===== src/rtl/ahb_cmp_timer.sv =====
// AHB compare timer: 64-bit free-running counter with prescaler and NCH
// compare channels, each able to run one-shot or periodic, with
// write-1-to-clear status and a level interrupt.
module ahb_cmp_timer #(
    parameter int NCH = 4
) (
    input  logic        HCLK,
    input  logic        HRESET,
    input  logic        HSEL,
    input  logic [6:2]  HADDR,
    input  logic        HWRITE,
    input  logic [31:0] HWDATA,
    output logic [31:0] HRDATA,
    output logic        IRQ
);

    localparam logic [4:0] A_CS   = 5'd0;
    localparam logic [4:0] A_CLO  = 5'd1;
    localparam logic [4:0] A_CHI  = 5'd2;
    localparam logic [4:0] A_CTRL = 5'd3;
    localparam logic [4:0] A_IE   = 5'd4;

    logic [31:0]    clo_r;
    logic [31:0]    chi_r;
    logic [7:0]     pcnt_r;
    logic           en_r;
    logic [7:0]     presc_r;
    logic [NCH-1:0] cs_r;
    logic [NCH-1:0] ie_r;
    logic [31:0]    cmp_r [NCH];
    logic [31:0]    per_r [NCH];

    logic           wr_s;
    logic           wr_cs_s;
    logic           wr_clo_s;
    logic           wr_chi_s;
    logic           wr_ctrl_s;
    logic           wr_ie_s;
    logic [NCH-1:0] wr_c_s;
    logic [NCH-1:0] wr_p_s;
    logic           tick_s;
    logic           adv_s;
    logic [31:0]    clo_inc_s;
    logic [NCH-1:0] evt_s;
    logic [NCH-1:0] cs_clr_s;
    logic [31:0]    rd_s;

    // Write decode, tick generation and per-channel match detection.
    always_comb begin
        wr_s      = HSEL & HWRITE;
        wr_cs_s   = wr_s & (HADDR == A_CS);
        wr_clo_s  = wr_s & (HADDR == A_CLO);
        wr_chi_s  = wr_s & (HADDR == A_CHI);
        wr_ctrl_s = wr_s & (HADDR == A_CTRL);
        wr_ie_s   = wr_s & (HADDR == A_IE);
        tick_s    = en_r & (pcnt_r == presc_r);
        // A counter load suppresses the increment, so it can never enter a compare value.
        adv_s     = tick_s & ~(wr_clo_s | wr_chi_s);
        clo_inc_s = clo_r + 32'd1;
        cs_clr_s  = wr_cs_s ? HWDATA[NCH-1:0] : {NCH{1'b0}};
        for (int n = 0; n < NCH; n++) begin
            wr_c_s[n] = wr_s & (HADDR == 5'(8 + n));
            wr_p_s[n] = wr_s & (HADDR == 5'(16 + n));
            evt_s[n]  = adv_s & (clo_inc_s == cmp_r[n]);
        end
    end

    // Control register: count enable and prescale value.
    always_ff @(posedge HCLK or posedge HRESET) begin
        if (HRESET) begin
            en_r    <= 1'b1;
            presc_r <= 8'd0;
        end else if (wr_ctrl_s) begin
            en_r    <= HWDATA[0];
            presc_r <= HWDATA[15:8];
        end else begin
            en_r    <= en_r;
            presc_r <= presc_r;
        end
    end

    // Prescaler: restarts on CTRL write, wraps on tick, holds while disabled.
    always_ff @(posedge HCLK or posedge HRESET) begin
        if (HRESET) begin
            pcnt_r <= 8'd0;
        end else if (wr_ctrl_s || tick_s) begin
            pcnt_r <= 8'd0;
        end else if (en_r) begin
            pcnt_r <= pcnt_r + 8'd1;
        end else begin
            pcnt_r <= pcnt_r;
        end
    end

    // 64-bit counter: a bus load of either half takes priority over the tick.
    always_ff @(posedge HCLK or posedge HRESET) begin
        if (HRESET) begin
            clo_r <= 32'd0;
            chi_r <= 32'd0;
        end else if (wr_clo_s) begin
            clo_r <= HWDATA;
        end else if (wr_chi_s) begin
            chi_r <= HWDATA;
        end else if (tick_s) begin
            clo_r <= clo_inc_s;
            chi_r <= chi_r + {31'd0, (clo_r == 32'hFFFF_FFFF)};
        end else begin
            clo_r <= clo_r;
            chi_r <= chi_r;
        end
    end

    // Compare and period registers; periodic channels advance their compare on match.
    always_ff @(posedge HCLK or posedge HRESET) begin
        if (HRESET) begin
            for (int n = 0; n < NCH; n++) begin
                cmp_r[n] <= 32'd0;
                per_r[n] <= 32'd0;
            end
        end else begin
            for (int n = 0; n < NCH; n++) begin
                if (wr_c_s[n]) begin
                    cmp_r[n] <= HWDATA;
                end else if (evt_s[n] && (per_r[n] != 32'd0)) begin
                    cmp_r[n] <= cmp_r[n] + per_r[n];
                end else begin
                    cmp_r[n] <= cmp_r[n];
                end
                per_r[n] <= wr_p_s[n] ? HWDATA : per_r[n];
            end
        end
    end

    // Status (match set beats W1C clear) and interrupt enable.
    always_ff @(posedge HCLK or posedge HRESET) begin
        if (HRESET) begin
            cs_r <= {NCH{1'b0}};
            ie_r <= {NCH{1'b0}};
        end else begin
            cs_r <= (cs_r & ~cs_clr_s) | evt_s;
            ie_r <= wr_ie_s ? HWDATA[NCH-1:0] : ie_r;
        end
    end

    // Zero-latency read mux; unmapped and absent-channel offsets read zero.
    always_comb begin
        rd_s = 32'd0;
        case (HADDR)
            A_CS:    rd_s = 32'(cs_r);
            A_CLO:   rd_s = clo_r;
            A_CHI:   rd_s = chi_r;
            A_CTRL:  rd_s = {16'd0, presc_r, 7'd0, en_r};
            A_IE:    rd_s = 32'(ie_r);
            default: begin
                for (int n = 0; n < NCH; n++) begin
                    rd_s = (HADDR == 5'(8 + n))  ? cmp_r[n] :
                           (HADDR == 5'(16 + n)) ? per_r[n] : rd_s;
                end
            end
        endcase
    end

    assign HRDATA = rd_s;
    assign IRQ    = |(cs_r & ie_r);

endmodule


===== config.mk =====
export PLATFORM = sky130hd
export DESIGN_NAME = ahb_cmp_timer
export DESIGN_NICKNAME = d
export VERILOG_FILES = /design/src/rtl/ahb_cmp_timer.sv
export SDC_FILE = /design/constraint.sdc
export NUM_CORES = 1
export LEC_CHECK = 0
export BUFFER_PORTS_ARGS = -buffer_cell sky130_fd_sc_hd__buf_2
export CORE_UTILIZATION = 25
export CTS_BUF_LIST = sky130_fd_sc_hd__clkbuf_2 sky130_fd_sc_hd__clkbuf_4 sky130_fd_sc_hd__clkbuf_8
export CTS_CLUSTER_DIAMETER = 120
export CTS_CLUSTER_SIZE = 8
export DETAILED_ROUTE_END_ITERATION = 10
export GPL_TIMING_DRIVEN = 0
export PLACE_DENSITY = 0.4
export SYNTH_ARGS = -nofsm -noshare
export SYNTH_HDL_FRONTEND = slang
export SYNTH_SLANG_ARGS = --single-unit

===== constraint.sdc =====
create_clock -name HCLK -period 12.5 [get_ports HCLK]
set_input_delay 0.625 -clock HCLK [delete_from_list [all_inputs] [get_ports HCLK]]
set_output_delay 0.625 -clock HCLK [all_outputs]
set_load 0.1 [all_outputs]

==> flow_summary.toml <==
[status]
outcome = "complete, but fails checks"
violations = "max-capacitance violations, max-slew violations"

[detailed_routing]
wirelength_um = 128300
dr_total_vias = 24340
drt_iter0_markers = 2223
first_pass_iters = 5
via_per_inst = 5.457
drc = 0
routedWlPerCell_um = 28.76
ant_nets = 0

[placed_design]
gp_congestion = 0.9842
dp_hpwl_um = 102200
io_buffers = 52
dp.cells = 4389

[finish]
final_common_cell = "dfrtp_1"
area_growth_pct = 11.36
fillers = 11290
layout.nets = 3235
utilization = 0.2808
layout.cells.non_filler = 4460
most-common-layout-cells = "344 x dfrtp_1, 302 x nand2_1, 217 x a21oi_1"
final_layout_size_suffix_gt1_frac = 0.1119

[synth]
synth_edf_count = 0
avgSynthCellArea_um2 = 8.855
yosys.area.top_type = "dfrtp_1"
syn_nets = 3124
netlist_area_mm2 = 0.02613
netlist_instances = 2951
ys_types = 88
synth-seq-cells = 345
synthArstFlopShare = 1.000
synth_warnings = 0
ys.flop_type = "dfrtp_1"
synthTopCellsByArea = "dfrtp_1 33%, ha_1 6.1%, mux2_2 6.1%"
synth_sequential_area_ratio = 0.3304
yosysTopAreaCellShare = 0.3294

[clock_tree]
cts-root-buf = "clkbuf_8"
postCtsSetupBuffers = 0
cts_tree = "built"
cts_resized = 0
ctsHtreeMaxLevel = 2
clk_latency_ns = 0.68
clk_pin_slew_ns = 0.08
cts_max_path_buffers = 3
cts_buffers = 49
cts_sinks = 345

[floorplanning]
fp.dieH_um = 325.3
core_mm2 = 0.1036
die_x_um = 325.3
fp.dieArea_mm2 = 0.1058
rows = 118
initial_core_util = 0.2521
ios = 74

[setup_path]
cp-startpoint = "clo_r[1]$_DFFE_PP0P_"
crit-reg2reg-capture = "chi_r[26]$_DFFE_PP0P_"
required_ns = 13.06
ff2ff_setup_slack_ns = 6.51
r2r_cells = 17
startpoint_type = "flop"
endpoint_kind = "flop"
crit_fanout = 6
worst-setup-path-type = "reg -> reg"
r2r_start = "clo_r[1]$_DFFE_PP0P_"
arrival_ns = 6.55

[global_route]
antenna_found_initial = 11
grt_max_degree = 112
grt_pass1_vias = 23520
gr-usage-all-layers = 0.2365
grt-ovfl-total = 0
grt_pass1_wl_um = 180200

[power]
p_leak_nw = 12.00
vdd_drop_max_uv = 67.67
power.density_mw_per_mm2 = 128.9

[min_path]
min_path_type = "in -> reg"
hold_path.startpoint = "HWDATA[12]"
holdPathStages = 2
holdPathEnd = "per_r[12]$_DFFE_PP0P_"

[sta]
fmax_ghz = 0.1671
relSlewSlack = -0.02792
rsz0062_at_grt = "no"
min_period_ns = 5.986
final-hold-violation-count = 0
worst_pin_slew_ns = 1.520
setup_viol = 0
fin_crit_sh = 0.4788
fin_skew_ns = 0.02972
whs_ns = 0.2145
slew_violations = 3

[flow_run]
cap_violations = 1
==> registers in the layout, indices dropped and copies added (netlist names) <==
name,cells
pcnt_r,8
en_r,1
per_r,128
ie_r,4
cs_r,4
presc_r,8
clo_r,32
chi_r,32
cmp_r,128
==> timing repair <==
action                     4_1_cts  5_1_grt
setup endpoints to repair        0        0
hold endpoints to repair        38        0
hold buffers                     1        0
==> final cells by class <==
cell class | count | area [µm²] | share of cell area
well taps | 1380 | 1727 | 0.05934
inverters | 51 | 198.9 | 0.006837
plain buffers | 184 | 933.4 | 0.03208
repair buffers | 60 | 382.9 | 0.01316
multi-input cells | 2371 | 16400 | 0.5634
clock inverters | 3 | 42.54 | 0.001462
clock buffers | 60 | 769.5 | 0.02644
flip-flops and latches | 345 | 8635 | 0.2967
diodes | 6 | 15.01 | 0.0005160
==> per-stage QoR <==
step                area (µm²)   TNS, ns  worst slack (ns)  power (mW)
floorplan                26130         0             2.312       2.373
global placement         28120  -1048.68            -3.131       2.838
detailed placement       28250         0             6.688       2.838
CTS                      29080         0             6.683       3.754
global route             29090         0             6.254       3.941
finish                   29100         0             6.514       3.750
==> how the worst max path moves through the flow <==
stage	to	cells after the start	slack, ns
final	chi_r[26]$_DFFE_PP0P_	17	6.51
after floorplan	chi_r[0]$_DFFE_PP0P_	1	2.31
after global placement	per_r[122]$_DFFE_PP0P_	2	-3.13
after global routing	chi_r[31]$_DFFE_PP0P_	18	6.25
after CTS	chi_r[26]$_DFFE_PP0P_	17	6.68
after detailed placement	chi_r[26]$_DFFE_PP0P_	17	6.69
==> cells by family after synthesis <==
group | count (synthesis) | share of synthesized area
AO/OA/AOI/OAI | 837 | 0.2054
XOR/XNOR | 287 | 0.09706
adder cells (fa/ha/maj) | 132 | 0.06435
buffers and inverters | 235 | 0.04304
flip-flops | 345 | 0.3304
multiplexers | 232 | 0.09567
AND/OR/NAND/NOR | 883 | 0.1641
==> worst max-delay path, cell delays in order (launching register included) <==
cell      delay (ns)
dfrtp_1         0.46
ha_1            0.36
nand4_4         0.20
nor3_1          0.67
nand3_1         0.37
nor2_1          0.76
ha_1            0.30
ha_1            0.23
and3_1          0.23
nand2b_1        0.16
nor2_1          0.23
nand3_1         0.17
or2_2           0.35
nor2_1          0.30
nand2_1         0.13
nor3_1          0.46
o21ai_0         0.19
a22o_1          0.28
==> synth_stat cells (all sizes together), types with 5 or more instances <==
| library cell | count |
|---|---|
| a21o | 56 |
| nor2 | 205 |
| nor3b | 8 |
| or2 | 10 |
| dfrtp | 344 |
| buf | 52 |
| and4 | 11 |
| nor4 | 56 |
| a221o | 6 |
| and3 | 15 |
| o211ai | 17 |
| nand2 | 303 |
| xnor2 | 174 |
| inv | 51 |
| nand3 | 84 |
| ha | 128 |
| nor2b | 16 |
| and2 | 16 |
| clkbuf | 132 |
| or4 | 8 |
| nor3 | 40 |
| o31ai | 9 |
| a41oi | 5 |
| o22ai | 12 |
| a22oi | 63 |
| o21bai | 16 |
| or3 | 11 |
| a222oi | 9 |
| a21oi | 217 |
| mux2 | 142 |
| a31oi | 20 |
| o2111ai | 9 |
| xor2 | 113 |
| o21ai | 232 |
| o21a | 17 |
| nand2b | 27 |
| a22o | 48 |
| nand4 | 64 |
| mux2i | 90 |
| a211oi | 9 |
| a221oi | 52 |
==> routing by layer <==
layer | vias up | global-route usage | part of all wire
li1 | 11050 | - | -
met3 | 179 | 0.03043 | 0.056
met5 | - | 0 | 0.00010
met2 | 830 | 0.3729 | 0.44
met1 | 12270 | 0.3305 | 0.46
met4 | 2 | 0.08091 | 0.039
==> power by group <==
part	switching, mW	internal [mW]	total (mW)	leakage, nW
Clock	0.486	0.412	0.899	0.426
Sequential	0.305	1.27	1.57	4.53
Combinational	0.774	0.505	1.28	7.04
No activity file was read; power rests on OpenSTA's default activity.
